File: src/rtl/updn_pkg.sv
// rtl/updn_pkg.sv - shared types and default widths for the up/down counter command sequencer
//
// Contents:
//   op_t      command opcodes (HOLD=0, LOAD=1, UP=2, DOWN=3), matching the cmd_op port encoding
//   state_t   sequencer FSM states (IDLE, RUN)
//   WIDTH_DEF / LEN_W_DEF  default counter data width and run-length width
package updn_pkg;

    localparam int WIDTH_DEF = 3;
    localparam int LEN_W_DEF = 4;

    typedef enum logic [1:0] {
        HOLD = 2'd0,
        LOAD = 2'd1,
        UP   = 2'd2,
        DOWN = 2'd3
    } op_t;

    typedef enum logic [0:0] {
        IDLE = 1'b0,
        RUN  = 1'b1
    } state_t;

endpackage

File: src/rtl/updn_len_cnt.sv
// rtl/updn_len_cnt.sv - loadable run-length down-counter with last/zero flags
//
// Ports:
//   clk       in   clock, rising edge
//   rst       in   asynchronous active-high reset (count -> 0)
//   load      in   load load_val (has priority over dec)
//   load_val  in   LEN_W value to load
//   dec       in   decrement by one; saturates at zero
//   last      out  count == 1
//   zero      out  count == 0
module updn_len_cnt
    import updn_pkg::*;
#(
    parameter int LEN_W = LEN_W_DEF
) (
    input  logic             clk,
    input  logic             rst,
    input  logic             load,
    input  logic [LEN_W-1:0] load_val,
    input  logic             dec,
    output logic             last,
    output logic             zero
);

    logic [LEN_W-1:0] cnt_q;
    logic [LEN_W-1:0] cnt_d;

    always_comb begin
        cnt_d = cnt_q;
        if (load) begin
            cnt_d = load_val;
        end else if (dec && (cnt_q != '0)) begin
            cnt_d = cnt_q - 1'b1;
        end
    end

    always_ff @(posedge clk or posedge rst) begin
        if (rst) begin
            cnt_q <= '0;
        end else begin
            cnt_q <= cnt_d;
        end
    end

    assign last = (cnt_q == LEN_W'(1));
    assign zero = (cnt_q == '0);

endmodule

File: src/rtl/updn_cmd_seq.sv
// rtl/updn_cmd_seq.sv - command sequencer driving a 3-bit up/down counter's ld/U_D/data_in pins
//
// Ports:
//   clk        in   clock, rising edge
//   reset_n    in   asynchronous reset, ACTIVE-HIGH despite the name
//   cmd_valid  in   command present
//   cmd_ready  out  command can be accepted (IDLE only)
//   cmd_op     in   0=HOLD 1=LOAD 2=UP 3=DOWN
//   cmd_val    in   LOAD value
//   cmd_len    in   run length for HOLD/UP/DOWN (0 = no-op); ignored for LOAD
//   count_in   in   counter's count output fed back
//   ld/U_D/data_in  out  counter control pins
//   busy       out  command executing
//   done       out  one-cycle pulse in the final active cycle of a command
//
// Build option: define UPDN_SAT_EN to saturate UP at all-ones and DOWN at zero
// (the cycle is driven as a hold); by default the counter wraps.
module updn_cmd_seq
    import updn_pkg::*;
#(
    parameter int WIDTH = WIDTH_DEF,
    parameter int LEN_W = LEN_W_DEF
) (
    input  logic             clk,
    input  logic             reset_n,
    input  logic             cmd_valid,
    output logic             cmd_ready,
    input  logic [1:0]       cmd_op,
    input  logic [WIDTH-1:0] cmd_val,
    input  logic [LEN_W-1:0] cmd_len,
    input  logic [WIDTH-1:0] count_in,
    output logic             ld,
    output logic             U_D,
    output logic [WIDTH-1:0] data_in,
    output logic             busy,
    output logic             done
);

    state_t           state_q, state_d;
    op_t              op_q, op_d;
    logic [WIDTH-1:0] val_q, val_d;

    logic             accept;
    logic [LEN_W-1:0] run_len;
    logic             rem_last;
    logic             rem_zero;

    assign accept  = cmd_valid && (state_q == IDLE);
    // LOAD always occupies exactly one cycle regardless of cmd_len.
    assign run_len = (op_t'(cmd_op) == LOAD) ? LEN_W'(1) : cmd_len;

    updn_len_cnt #(
        .LEN_W (LEN_W)
    ) u_rem (
        .clk      (clk),
        .rst      (reset_n),
        .load     (accept),
        .load_val (run_len),
        .dec      (state_q == RUN),
        .last     (rem_last),
        .zero     (rem_zero)
    );

    always_comb begin
        state_d = state_q;
        op_d    = op_q;
        val_d   = val_q;
        case (state_q)
            IDLE: begin
                if (accept) begin
                    op_d  = op_t'(cmd_op);
                    val_d = cmd_val;
                    // Zero-length HOLD/UP/DOWN is a silent no-op.
                    if (run_len != '0) begin
                        state_d = RUN;
                    end
                end
            end
            RUN: begin
                // zero can only be seen in RUN if state were corrupted; recover to IDLE.
                if (rem_last || rem_zero) begin
                    state_d = IDLE;
                end
            end
            default: state_d = IDLE;
        endcase
    end

    always_ff @(posedge clk or posedge reset_n) begin
        if (reset_n) begin
            state_q <= IDLE;
            op_q    <= HOLD;
            val_q   <= '0;
        end else begin
            state_q <= state_d;
            op_q    <= op_d;
            val_q   <= val_d;
        end
    end

    // The counter has no enable, so "hold" means reloading its own count.
    always_comb begin
        ld      = 1'b1;
        U_D     = 1'b0;
        data_in = count_in;
        if (state_q == RUN) begin
            case (op_q)
                LOAD: data_in = val_q;
`ifdef UPDN_SAT_EN
                UP: begin
                    if (count_in != '1) begin
                        ld  = 1'b0;
                        U_D = 1'b1;
                    end
                end
                DOWN: begin
                    if (count_in != '0) begin
                        ld = 1'b0;
                    end
                end
`else
                UP: begin
                    ld  = 1'b0;
                    U_D = 1'b1;
                end
                DOWN: ld = 1'b0;
`endif
                default: ;
            endcase
        end
    end

    assign cmd_ready = (state_q == IDLE);
    assign busy      = (state_q == RUN);
    assign done      = (state_q == RUN) && rem_last;

endmodule

File: config.mk
export PLATFORM = sky130hd
export DESIGN_NAME = updn_cmd_seq
export DESIGN_NICKNAME = d
export VERILOG_FILES = /design/src/rtl/updn_pkg.sv /design/src/rtl/updn_len_cnt.sv /design/src/rtl/updn_cmd_seq.sv
export SDC_FILE = /design/constraint.sdc
export NUM_CORES = 1
export LEC_CHECK = 0
export CORE_MARGIN = 8
export CORE_UTILIZATION = 40
export DETAILED_ROUTE_END_ITERATION = 7
export GPL_ROUTABILITY_DRIVEN = 0
export PLACE_DENSITY = 0.77
export SETUP_SLACK_MARGIN = 0.5
export SYNTH_ARGS = -nofsm -noshare
export SYNTH_HDL_FRONTEND = slang
export SYNTH_HIERARCHICAL = 1
export SYNTH_SLANG_ARGS = --single-unit
File: constraint.sdc
create_clock -name clk -period 1.71 [get_ports clk]
set_input_delay 0.342 -clock clk [delete_from_list [all_inputs] [get_ports clk]]
set_output_delay 0.342 -clock clk [all_outputs]
set_load 0.01 [all_outputs]
==> impl_metrics.json, run 1 <==
{
  "status": "finished, violations left",
  "violations": "setup timing",
  "grt_start_max_net_pins": 8,
  "numPortBuffers": 22,
  "drtIter0Drc": 20,
  "dr_wl_met2_mm": 1.355,
  "finalHoldViolations": 0,
  "wl_met3_um": 117,
  "crit_fanout": 3,
  "final_max_slew_viol_count": 0,
  "synth-seq-cells": 10,
  "first_global_vias": 702,
  "seq_area_frac_synth_pct": 40.32,
  "power_density_nw_per_um2": 1845,
  "avgSynthCellArea_um2": 10.01,
  "critical_path_required_ns": 1.37,
  "layout-drive-gt1-share_pct": 61.02,
  "dpl_cell_area_um2": 967.2,
  "cts-root-buf": "clkbuf_4",
  "setup-tns-final_ns": -0.2326,
  "overflow": 0,
  "synth_top_cell_by_area": "dfrtp_1",
  "ir_worst_vdd_uv": 1229,
  "p_leak_nw": 0.6020,
  "ios": 23,
  "fin_util_pct": 86.13,
  "cts.sink_count": 10,
  "critPathCaptureType": "output pin",
  "synth-edff-count": 0,
  "synth_top_area_share_pct": 40.32,
  "dieArea_um2": 3068,
  "async_reset_ff_share_pct": 100.0,
  "reg2reg_slack_ns": 0.07,
  "setup_viol": 3,
  "hp-class": "in -> async",
  "die_w_um": 55.39,
  "clock_path_buffers": 2,
  "hold_buffers": 0,
  "core_area_um2": 1489,
  "syn-num-nets": 79,
  "synth.area.top_cells": "dfrtp_1 (40%), mux2_2 (15%), ha_1 (4.0%)",
  "wl_met1_mm": 1.021,
  "diodes": 0,
  "vias_per_cell": 5.239,
  "path_class": "reg -> out",
  "syn-cell-area_um2": 620.6,
  "tightest_slew_ns": 0.2564,
  "yosysUniqueCellTypes": 27,
  "cp-start-kind": "register",
  "p_total_mw": 2.367,
  "numCtsBuffers": 3,
  "ant_nets": 0,
  "wire_per_inst_um": 19.04,
  "nNetsFinal": 136,
  "synth-main-ff-cell": "dfrtp_1",
  "fin_area_um2": 1282,
  "drv_cap": 0,
  "period_share_pct": 104.9,
  "first_pass_iters": 4,
  "cts.clk_slew.worst_paths_ns": 0.07,
  "cts_max_level": 1,
  "fin_skew_ns": 0.003050,
  "syn_inst": 62,
  "chipHeight_um": 55.39,
  "hpwlAfterDp_mm": 1.384,
  "start_util_pct": 41.68,
  "finalWirelength_mm": 2.551,
  "final.setup.worst_slack_ns": -0.08445,
  "rsz0062_at_grt": "true",
  "clk_latency_ns": 0.28,
  "ys.warnings.count": 6,
  "synth_most_common_cell": "dfrtp_1",
  "max_freq_mhz": 557.3,
  "grt_pass1_wl_mm": 3.567,
  "top_layer_used": "met4",
  "grt_use_total_pct": 14.35,
  "area_delta_synth_final_pct": 106.7,
  "cts_tree": "done",
  "layout_min_cycle_time_ns": 1.794,
  "maxSlewHeadroom_pct": 82.89,
  "crit_arrival_ns": 1.45,
  "num_rows": 14,
  "num_vias": 702,
  "drc": 0,
  "antenna_found_initial": 0,
  "hold-worst-slack_ns": 0.2771,
  "synth_commonest_cells": "dfrtp_1 (10), mux2_2 (8), inv_1 (6), nand2_1 (5)"
}
## placed cells by master (no fill, tap or decap), types with 2 or more instances in the layout
cell type / instances
a21oi_2: 2
and2_1: 3
buf_4: 18
nand2b_1: 2
o21ai_1: 2
nor2_1: 2
dfrtp_1: 9
inv_1: 2
buf_6: 19
clkdlybuf4s50_1: 14
mux2_2: 3
inv_2: 3
ha_4: 2
mux2_4: 5
nand2_1: 4
clkbuf_4: 3
## power breakdown
group | internal [mW] | switching, mW | total [mW]
clock network | 0.130 | 0.0979 | 0.228
registers | 0.359 | 0.102 | 0.461
logic | 1.01 | 0.668 | 1.68
## flip-flops by register name (all words and copies together), names as in the netlist
| signal | count |
|---|---|
| busy | 1 |
| op_q | 2 |
| u_rem/cnt_q | 4 |
| val_q | 3 |
## cell families after synthesis
family	Yosys count	synth area share, %
compound gates	9	9.476
fa+ha+maj	2	4.032
buf+inv	8	5.039
flops	10	40.32
mux	8	14.52
simple gates	25	26.61
## worst paths after layout
check	startpoint	endpoint	cells past startpoint
setup reg to reg	busy$_DFF_PP0_	op_q[1]$_DFFE_PP0P_	6
hold reg to reg	val_q[0]$_DFFE_PP0P_	val_q[0]$_DFFE_PP0P_	1
max in group asynchronous	reset_n	busy$_DFF_PP0_	2
hold / removal	reset_n	u_rem/cnt_q[3]$_DFFE_PP0P_	2
setup / recovery	op_q[1]$_DFFE_PP0P_	data_in[1]	4
min in group clk	val_q[0]$_DFFE_PP0P_	val_q[0]$_DFFE_PP0P_	1
## critical path: stages, from the launching register on
cell and delay (ns):
dfrtp_1 0.38, nand3b_1 0.22, buf_4 0.17, mux2_2 0.27, buf_6 0.12
## layer usage
| metal | global-route usage [%] | up-vias |
|---|---|---|
| met3 | 2.968 | 7 |
| met4 | 6.338 | 0 |
| met2 | 25.64 | 24 |
| met5 | 0 | - |
| li1 | - | 327 |
| met1 | 15.70 | 344 |
## area by class of cell
class	instances	area [um2]
clock buffer	4	36.28
fill	64	206.4
inverter	7	33.78
multi-input combinational	45	446.7
sequential	10	251.5
tap	16	20.02
timing repair buffer	52	494.2
## repair_timing
item	in CTS	in global routing
endpoints found under the setup margin	18	18
endpoints found under the hold margin	0	0
cloned	1	0
pin swaps	5	4
resized for setup	53	15
buffers inserted	13	9
## metrics by stage
stage | instances | setup slack (ns)
floorplan | 62 | 0.3592
detailed placement | 107 | -0.1293
global route | 134 | -0.1253
CTS | 125 | -0.05082
finish | 134 | -0.08445
global placement | 107 | -0.1021
(Power assumes the default switching activity.)
==> inputs of run 2 (changes only) <==
--- a/config.mk
+++ b/config.mk
@@ -9,6 +9,7 @@
 export CORE_UTILIZATION = 40
 export DETAILED_ROUTE_END_ITERATION = 7
 export GPL_ROUTABILITY_DRIVEN = 0
+export GPL_TIMING_DRIVEN = 0
 export PLACE_DENSITY = 0.77
 export SETUP_SLACK_MARGIN = 0.5
 export SYNTH_ARGS = -nofsm -noshare
==> impl_metrics.json, run 2 (same netlist as run 1, synthesis figures left out) <==
{
  "tightest_slew_ns": 0.2875,
  "fin_area_um2": 1260,
  "cts_tree": "done",
  "cts.clk_slew.worst_paths_ns": 0.08,
  "reg2reg_slack_ns": 0.12,
  "cp_top_family": "flip-flops",
  "critical_path_required_ns": 1.37,
  "area_delta_synth_final_pct": 103.0,
  "maxSlewHeadroom_pct": 80.84,
  "finalWirelength_mm": 2.269,
  "num_vias": 672,
  "start_util_pct": 41.68,
  "top_regs": "u_rem/cnt_q: 4 flops, val_q: 3 flops, op_q: 2 flops",
  "first_pass_iters": 4,
  "wire_per_inst_um": 18.01,
  "vias_per_cell": 5.333,
  "numCtsBuffers": 3,
  "clk_latency_ns": 0.27,
  "crit_fanout": 2,
  "grt_pass1_wl_mm": 3.063,
  "ios": 23,
  "cp_slowest_cell": "dfrtp_1",
  "layout-drive-gt1-share_pct": 58.18,
  "violations": "setup timing",
  "first_global_vias": 637,
  "dieArea_um2": 3068,
  "path_buf_inv": 2,
  "drv_cap": 0,
  "final.setup.worst_slack_ns": -0.05811,
  "p_leak_nw": 0.5750,
  "drtIter0Drc": 11,
  "layout_min_cycle_time_ns": 1.768,
  "ant_nets": 0,
  "critPathMaxStageDelay_ns": 0.37,
  "num-fill-cells": 84,
  "hp-class": "in -> async",
  "grt_use_total_pct": 11.81,
  "r2r-start": "u_rem/cnt_q[1]$_DFFE_PP0P_",
  "crit_arrival_ns": 1.43,
  "p_total_mw": 2.302,
  "fin_skew_ns": 0.001531,
  "power_density_nw_per_um2": 1827,
  "status": "finished, violations left",
  "cp-start-kind": "register",
  "final_common_cell": "buf_6",
  "core_area_um2": 1489,
  "r2r_cells": 8,
  "chipHeight_um": 55.39,
  "die_w_um": 55.39,
  "layout_common_cells": "buf_6 (17), clkdlybuf4s50_1 (14), buf_4 (10)",
  "cts.sink_count": 10,
  "numPortBuffers": 22,
  "hold_buffers": 0,
  "setup-tns-final_ns": -0.1461,
  "largest_register": "u_rem/cnt_q",
  "worst_r2r_endpoint": "busy$_DFF_PP0_",
  "critPathCaptureType": "output pin",
  "cts-root-buf": "clkbuf_4",
  "dpl_cell_area_um2": 918.4,
  "largest_reg_flops": 4,
  "hpwlAfterDp_mm": 1.148,
  "period_share_pct": 103.4,
  "ir_worst_vdd_uv": 1227,
  "antenna_found_initial": 0,
  "grt_start_max_net_pins": 7,
  "diodes": 0,
  "overflow": 0,
  "hold-worst-slack_ns": 0.2853,
  "drc": 0,
  "path_class": "reg -> out",
  "cts_max_level": 1,
  "clock_path_buffers": 2,
  "worstPathCellList": "nand3b_1 -> buf_4 -> mux2_2 -> buf_6",
  "setup_viol": 3,
  "finalHoldViolations": 0,
  "nNetsFinal": 128,
  "rsz0062_at_grt": "true",
  "final_max_slew_viol_count": 0,
  "max_freq_mhz": 565.6,
  "num_rows": 14
}
## run 2: repair_timing
item / CTS / global route
gates resized for setup: 49 / 18
pin swaps: 2 / 6
endpoints found under the setup margin: 17 / 18
buffers inserted: 16 / 4
hold endpoints to repair: 0 / 0
cloned: 2 / 0
## run 2: per-layer routing
| layer | wire (um) | GRT usage, % | vias up | part of all wire [%] |
|---|---|---|---|---|
| li1 | - | - | 318 | - |
| met1 | 1007 | 15.72 | 329 | 44 |
| met2 | 1111 | 17.95 | 21 | 49 |
| met3 | 103 | 3.425 | 4 | 4.5 |
| met4 | 46 | 3.169 | 0 | 2.0 |
| met5 | 0 | 0 | - | 0 |
## run 2: worst reg2reg max path: cells and delay by family, from the launching register on
kind                       cells  cell delay, ns
and+or+nand+nor                2            0.45
DFF                            1            0.40
adders and majority gates      1            0.13
AOI/OAI and AO/OA              1            0.15
buffers and inverters          4            0.35
## run 2: power by group
group          switching [mW]  internal, mW  leakage, nW
clock network          0.0978         0.130       0.0210
registers               0.113         0.358        0.118
logic                   0.630         0.973        0.436
total                   0.841          1.46        0.575
## run 2: worst max-delay path by stage
stage / from / end / slack, ns / depth (start not counted)
after detailed placement: u_rem/cnt_q[1]$_DFFE_PP0P_ / done / -0.15 / 5
final: op_q[1]$_DFFE_PP0P_ / data_in[0] / -0.06 / 4
after CTS: op_q[1]$_DFFE_PP0P_ / data_in[0] / 0.0005 / 4
after floorplan: u_rem/cnt_q[0]$_DFFE_PP0P_ / busy$_DFF_PP0_ / 0.36 / 6
after global placement: u_rem/cnt_q[1]$_DFFE_PP0P_ / done / -0.14 / 5
after global routing: op_q[1]$_DFFE_PP0P_ / data_in[0] / -0.10 / 4
## run 2: area by class of cell
| type | count | area (um2) | share of cell area, % |
|---|---|---|---|
| well taps | 16 | 20.02 | 1.589 |
| repair buffers | 44 | 459.2 | 36.44 |
| plain buffers | 1 | 15.01 | 1.192 |
| flip-flops and latches | 10 | 251.5 | 19.96 |
| multi-input cells | 44 | 444.2 | 35.25 |
| inverters | 7 | 33.78 | 2.681 |
| clock buffers | 4 | 36.28 | 2.880 |
## run 2: stage by stage
stage	setup WS, ns	std cells	util, %
floorplan	0.3592	62	-
global placement	-0.1427	100	61.68
detailed placement	-0.1464	100	61.68
CTS	0.0004637	122	76.39
global route	-0.1026	126	84.62
finish	-0.05811	126	84.62
